===== src/rtl/dwconv2d_dispatch.sv =====
// dwconv2d_dispatch: buffers tagged convolution descriptors in a small FIFO,
// issues them one at a time to the dwconv2d engine (start/ready/done) and
// returns each result with its tag over a valid/ready response port.
// Optional watchdog on the engine: define DWCONV2D_DISPATCH_TIMEOUT_EN.
//
// state       | meaning
// ------------+---------------------------------------------------------
// S_IDLE      | waiting for a queued command and an idle engine
// S_ISSUE     | one-cycle start pulse, descriptor registers valid
// S_WAIT_DONE | engine running; done ignored on the first cycle
// S_RESPOND   | response held until the consumer accepts it

module dwconv2d_dispatch #(
    parameter int DEPTH          = 4,
    parameter int TAG_W          = 8,
    parameter int TIMEOUT_CYCLES = 65535
) (
    input  logic                     clk,
    input  logic                     rst_n,
    input  logic                     cmd_valid,
    output logic                     cmd_ready,
    input  logic [31:0]              cmd_input_ptr,
    input  logic [31:0]              cmd_filter_ptr,
    input  logic [31:0]              cmd_output_ptr,
    input  logic [31:0]              cmd_input_dims,
    input  logic [31:0]              cmd_filter_dims,
    input  logic [31:0]              cmd_output_dims,
    input  logic [31:0]              cmd_stride,
    input  logic [31:0]              cmd_padding,
    input  logic [TAG_W-1:0]         cmd_tag,
    output logic                     unit_start,
    output logic [31:0]              unit_input_ptr,
    output logic [31:0]              unit_filter_ptr,
    output logic [31:0]              unit_output_ptr,
    output logic [31:0]              unit_input_dims,
    output logic [31:0]              unit_filter_dims,
    output logic [31:0]              unit_output_dims,
    output logic [31:0]              unit_stride,
    output logic [31:0]              unit_padding,
    input  logic [31:0]              unit_result,
    input  logic                     unit_done,
    input  logic                     unit_ready,
    output logic                     rsp_valid,
    input  logic                     rsp_ready,
    output logic [31:0]              rsp_result,
    output logic [TAG_W-1:0]         rsp_tag,
    output logic                     rsp_timeout,
    output logic                     busy,
    output logic [$clog2(DEPTH):0]   pending_count
);

    localparam int AW  = $clog2(DEPTH);
    localparam int CW  = AW + 1;
    localparam int FW  = 8 * 32;
    localparam int DW  = FW + TAG_W;

    if (DEPTH < 2 || DEPTH > 16 || (DEPTH & (DEPTH - 1)) != 0) begin : g_bad_depth
        $error("dwconv2d_dispatch: DEPTH must be a power of two in 2..16");
    end
    if (TIMEOUT_CYCLES < 1) begin : g_bad_timeout
        $error("dwconv2d_dispatch: TIMEOUT_CYCLES must be at least 1");
    end

    typedef enum logic [1:0] {
        S_IDLE      = 2'd0,
        S_ISSUE     = 2'd1,
        S_WAIT_DONE = 2'd2,
        S_RESPOND   = 2'd3
    } state_t;

    state_t         state_q, state_d;
    logic [DW-1:0]  mem_q [DEPTH];
    logic [DW-1:0]  mem_d [DEPTH];
    logic [AW-1:0]  wr_ptr_q, wr_ptr_d;
    logic [AW-1:0]  rd_ptr_q, rd_ptr_d;
    logic [CW-1:0]  count_q, count_d;
    logic [FW-1:0]  desc_q, desc_d;
    logic [TAG_W-1:0] tag_q, tag_d;
    logic [31:0]    result_q, result_d;
    logic           first_q, first_d;
    logic           push;
    logic           pop;
    logic [DW-1:0]  cmd_word;
    logic [DW-1:0]  head_word;

`ifdef DWCONV2D_DISPATCH_TIMEOUT_EN
    // Watchdog is a down-counter loaded on WAIT_DONE entry; expiry on the
    // TIMEOUT_CYCLES-th WAIT_DONE cycle when it has reached zero.
    localparam logic [31:0] TMR_LOAD = 32'(TIMEOUT_CYCLES - 1);
    logic [31:0]    tmr_q, tmr_d;
    logic           timeout_q, timeout_d;
`endif

    assign cmd_word  = {cmd_tag, cmd_padding, cmd_stride, cmd_output_dims,
                        cmd_filter_dims, cmd_input_dims, cmd_output_ptr,
                        cmd_filter_ptr, cmd_input_ptr};
    assign head_word = mem_q[rd_ptr_q];

    // Ready depends on registered count only: a full FIFO stays full for the pop cycle.
    assign cmd_ready = (count_q != CW'(DEPTH));
    assign push      = cmd_valid && cmd_ready;

    assign unit_start       = (state_q == S_ISSUE);
    assign unit_input_ptr   = desc_q[0*32 +: 32];
    assign unit_filter_ptr  = desc_q[1*32 +: 32];
    assign unit_output_ptr  = desc_q[2*32 +: 32];
    assign unit_input_dims  = desc_q[3*32 +: 32];
    assign unit_filter_dims = desc_q[4*32 +: 32];
    assign unit_output_dims = desc_q[5*32 +: 32];
    assign unit_stride      = desc_q[6*32 +: 32];
    assign unit_padding     = desc_q[7*32 +: 32];

    assign rsp_valid     = (state_q == S_RESPOND);
    assign rsp_result    = result_q;
    assign rsp_tag       = tag_q;
    assign busy          = (state_q != S_IDLE) || (count_q != '0);
    assign pending_count = count_q;

`ifdef DWCONV2D_DISPATCH_TIMEOUT_EN
    assign rsp_timeout = timeout_q;
`else
    assign rsp_timeout = 1'b0;
`endif

    // FIFO storage, pointers and occupancy.
    always_comb begin
        mem_d    = mem_q;
        wr_ptr_d = wr_ptr_q;
        rd_ptr_d = rd_ptr_q;
        count_d  = count_q;
        if (push) begin
            mem_d[wr_ptr_q] = cmd_word;
            wr_ptr_d        = wr_ptr_q + 1'b1;
        end
        if (pop) begin
            rd_ptr_d = rd_ptr_q + 1'b1;
        end
        case ({push, pop})
            2'b10:   count_d = count_q + 1'b1;
            2'b01:   count_d = count_q - 1'b1;
            default: count_d = count_q;
        endcase
    end

    // Issue FSM: next state, descriptor capture and response capture.
    always_comb begin
        state_d  = state_q;
        desc_d   = desc_q;
        tag_d    = tag_q;
        result_d = result_q;
        first_d  = 1'b0;
        pop      = 1'b0;
`ifdef DWCONV2D_DISPATCH_TIMEOUT_EN
        tmr_d     = tmr_q;
        timeout_d = timeout_q;
`endif
        case (state_q)
            S_IDLE: begin
                if (count_q != '0 && unit_ready) begin
                    pop     = 1'b1;
                    desc_d  = head_word[FW-1:0];
                    tag_d   = head_word[DW-1:FW];
                    state_d = S_ISSUE;
                end
            end
            S_ISSUE: begin
                first_d = 1'b1;
                state_d = S_WAIT_DONE;
`ifdef DWCONV2D_DISPATCH_TIMEOUT_EN
                tmr_d = TMR_LOAD;
`endif
            end
            S_WAIT_DONE: begin
`ifdef DWCONV2D_DISPATCH_TIMEOUT_EN
                if (tmr_q != '0) begin
                    tmr_d = tmr_q - 1'b1;
                end
`endif
                // Done wins over a coincident watchdog expiry.
                if (!first_q && unit_done) begin
                    result_d = unit_result;
                    state_d  = S_RESPOND;
`ifdef DWCONV2D_DISPATCH_TIMEOUT_EN
                    timeout_d = 1'b0;
                end else if (tmr_q == '0) begin
                    result_d  = '0;
                    timeout_d = 1'b1;
                    state_d   = S_RESPOND;
`endif
                end
            end
            S_RESPOND: begin
                if (rsp_ready) begin
                    state_d = S_IDLE;
                end
            end
            default: state_d = S_IDLE;
        endcase
    end

    // State, FIFO and descriptor registers.
    always_ff @(posedge clk or negedge rst_n) begin
        if (!rst_n) begin
            state_q  <= S_IDLE;
            for (int i = 0; i < DEPTH; i++) begin
                mem_q[i] <= '0;
            end
            wr_ptr_q <= '0;
            rd_ptr_q <= '0;
            count_q  <= '0;
            desc_q   <= '0;
            tag_q    <= '0;
            result_q <= '0;
            first_q  <= 1'b0;
`ifdef DWCONV2D_DISPATCH_TIMEOUT_EN
            tmr_q     <= '0;
            timeout_q <= 1'b0;
`endif
        end else begin
            state_q  <= state_d;
            for (int i = 0; i < DEPTH; i++) begin
                mem_q[i] <= mem_d[i];
            end
            wr_ptr_q <= wr_ptr_d;
            rd_ptr_q <= rd_ptr_d;
            count_q  <= count_d;
            desc_q   <= desc_d;
            tag_q    <= tag_d;
            result_q <= result_d;
            first_q  <= first_d;
`ifdef DWCONV2D_DISPATCH_TIMEOUT_EN
            tmr_q     <= tmr_d;
            timeout_q <= timeout_d;
`endif
        end
    end

endmodule


===== config.mk =====
export PLATFORM = sky130hd
export DESIGN_NAME = dwconv2d_dispatch
export DESIGN_NICKNAME = d
export VERILOG_FILES = /design/src/rtl/dwconv2d_dispatch.sv
export SDC_FILE = /design/constraint.sdc
export NUM_CORES = 2
export LEC_CHECK = 0
export ABC_AREA = 1
export BUFFER_PORTS_ARGS = -buffer_cell sky130_fd_sc_hd__clkbuf_2
export CAP_MARGIN = 20
export CORE_ASPECT_RATIO = 1.25
export CORE_UTILIZATION = 50
export DETAILED_ROUTE_END_ITERATION = 12
export GPL_ROUTABILITY_DRIVEN = 0
export MAX_ROUTING_LAYER = met4
export PLACE_DENSITY = 0.81
export SLEW_MARGIN = 10
export SYNTH_ARGS = -nofsm -noshare
export SYNTH_HDL_FRONTEND = slang
export SYNTH_SLANG_ARGS = --single-unit

===== constraint.sdc =====
create_clock -name clk -period 2.25 [get_ports clk]
set_clock_uncertainty 0.05 [all_clocks]
set_input_delay 0.675 -clock clk [delete_from_list [all_inputs] [get_ports clk]]
set_output_delay 0.675 -clock clk [all_outputs]
set_load 0.05 [all_outputs]

==> metrics <==
Via density=5.523; share of the synthesized area in the top cell type=approximately 56%; grt total ovfl=0; TritonRoute pass-1 iters=6; pwr dens=1684 nW/um^2; Clock Pin Slew Worst Setup and Hold Paths=0.06 ns; Post-Synth XOR/XNOR Area=less than 1%; fraction of synthesized area in multiplexers=0%; Cells after Synth=between 7k and 8k; # DRC=0; Peak VDD IR=0.001132 V; WP data arrival=between 1.5 and 2 ns; Seq/Total Area, Yosys=56.13%; CP max FO=3; crit path capture type=output pin; fill count=9982; Num CTS Buffers=roughly 140; Root Buffer=clkbuf_16; CTS max path bufs=3; FF+latch area=34100 sq um; final period utilization=107.3%; Synth Flop Type=dfrtp_1; CTS sink cnt=1362; Max Slew Vio Count=0; synthesized area=60720 sq um; max cap viols=0; total chip power=roughly 120000 uW; vias in the first global route=53.84k; Synth area leader=dfrtp_1; Inst Count DP=around 9.5k; Post-DP HPWL=roughly 110 mm; combinational family with the most area after synthesis=simple AND/OR/NAND/NOR gates; Routed Antenna Nets=0; leakage=0.03619 uW; Async SR Flop Fraction=100.0%; Vias=54.00k; area of the multi-input gates=approximately 22000 sq um; Die Width=313.7 um; FMAX=414.4 MHz; failing checks=setup timing; Die Y=391.6 um; nets@finish=8341; number of flops mapped to enable cells by yosys=0; antenna violations before repair=49; Crit Path Class=flop to output pin; commonest cells in the synthesized netlist=2949 x nand2_1, 1362 x dfrtp_1, 1178 x o21ai_0, 575 x inv_1, 440 x o21ai_1; Setup Viol. Count Final=4; adder-cell share of the synthesized area=0.2390%; Critical Path RT=1.52 ns; worst rel slew slack=48.47%; worst setup margin=-0.1633 ns; Synth Area in Compound Gates=13.35%; simple-gate share of the synthesized area=22.18%; Ys Warns=0; min-delay worst type=primary input to flop; min Tclk post-route=2.413 ns; final hold violation count=0; synth unique cells=23; Ports=606; startpoint types=flop; drt wl/cell=about 18 um; synth top area cells=dfrtp_1 56%, nand2_1 18%, o21ai_0 9.7%; unrepaired setup endpoints after global routing=true; Layout Cells excl Fill=between 9k and 10k; fraction of layout cells with a size suffix above 1=around an eighth; CORE AREA=120100 sq um; TritonCTS clock tree=yes; Syn-to-layout area delta=17.30%; Syn Nets=roughly 7.9k; first-pass GRT wire length=285.5 mm; largest net degree at the start of global routing=124; input/output buffers=approximately 600; syn_area_per_cell=7.987 sq um; CTS H-tree lvls=4; All-Layer GR Usage=29.99%; count leader, synth=nand2_1; Starting DRT DRC Count=5539; Yosys reg bits=approximately 1.4k; status=finished, violations left; clk_lat worst skew=0.77 ns; row count=142; Die ar.=between 100000 and 150000 sq um; worst slew pin tran=between 0.7 and 0.8 ns; Initial Util=around 51%; wirelength, routed=179.3 mm
==> power by group <==
part | total, uW | switching, uW | internal [uW] | leakage (uW)
Sequential | 41700 | 5360 | 36300 | 0.0168
Combinational | 54700 | 39000 | 15700 | 0.0171
Clock | 23500 | 9930 | 13500 | 0.00227
Total | 120000 | 54300 | 65600 | 0.0362
==> worst max-delay path, cell delays in order, from the launching register on <==
cell      delay (ns)
dfrtp_1         0.41
inv_2           0.11
ha_1            0.21
clkbuf_8        0.20
==> cell type report <==
type | count | area share, %
repair buffers | 817 | 8.874
clock buffers | 194 | 5.629
inverters | 577 | 3.120
well taps | 1584 | 2.783
diodes | 58 | 0.2038
flip-flops and latches | 1362 | 47.88
clock inverters | 53 | 0.8117
multi-input cells | 5131 | 30.70
==> flip-flops by register name (all words and copies together) (netlist names) <==
name and count:
wr_ptr_q 2, rsp_result 32, state_q 2, pending_count 3, rd_ptr_q 2, first_q 1
desc_q 256, rsp_tag 8, mem_q 1056
==> through the flow <==
| stage | hold slack (ns) | utilization, % | setup WS, ns | setup TNS, ns | area [sq um] |
|---|---|---|---|---|---|
| after floorplan | 0.3294 | - | -0.01069 | -0.01069 | 60760 |
| after global placement | 0.4058 | 55.08 | 0.1700 | 0 | 66150 |
| after detailed placement | 0.4119 | 55.08 | 0.1682 | 0 | 66150 |
| after CTS | 0.03432 | 59.16 | -0.1958 | -0.7645 | 71060 |
| after global routing | 0.06586 | 59.28 | -0.2132 | -0.8090 | 71200 |
| final | 0.09154 | 59.30 | -0.1633 | -0.5886 | 71220 |
==> metal layers <==
| layer | GRT usage (%) | share of wire [%] |
|---|---|---|
| met1 | 35.95 | 38 |
| met2 | 47.34 | 48 |
| met3 | 5.423 | 8.5 |
| met4 | 17.92 | 5.3 |
| met5 | - | 0 |
==> cell families after synthesis <==
logic type / count (synthesis)
AND/OR/NAND/NOR: 3494
adder cells (fa/ha/maj): 11
flip-flops: 1362
AO/OA/AOI/OAI: 1620
buffers and inverters: 1109
other: 1
XOR/XNOR: 5
==> worst paths after layout <==
path	start	end	slack (ns)	depth (start not counted)
setup / recovery	state_q[1]	unit_start	-0.16	3
setup reg to reg	pending_count[0]	mem_q[502]	0.18	7
max in group asynchronous	rst_n	mem_q[269]	0.83	3
hold reg to reg	mem_q[294]	mem_q[294]	0.42	2
min in group asynchronous	rst_n	desc_q[34]	0.41	2
hold / removal	unit_result[11]	rsp_result[11]	0.09	3
==> what timing repair did <==
item                                    in CTS  in global routing
hold endpoints to repair                    27                  0
hold buffers                                 1                  0
pin swaps                                    2                  1
endpoints found under the setup margin      41                 11
buffers inserted                             6                  2
resized for setup                           69                  7
==> cell usage in the layout (no fill, tap or decap), drive strengths merged <==
master       instances
clkinv              32
a21oi                2
dfrtp             1362
diode               58
o21ai             1618
xor2                 3
ha                  10
clkinvlp             5
fa                   1
clkbuf             790
conb                 1
buf                220
nor2               273
bufinv               9
xnor2                2
or2                  1
nand3              269
dlygate4sd3          1
nand2             2951
inv                584
Note: power is estimated with default switching activity, not from simulation.
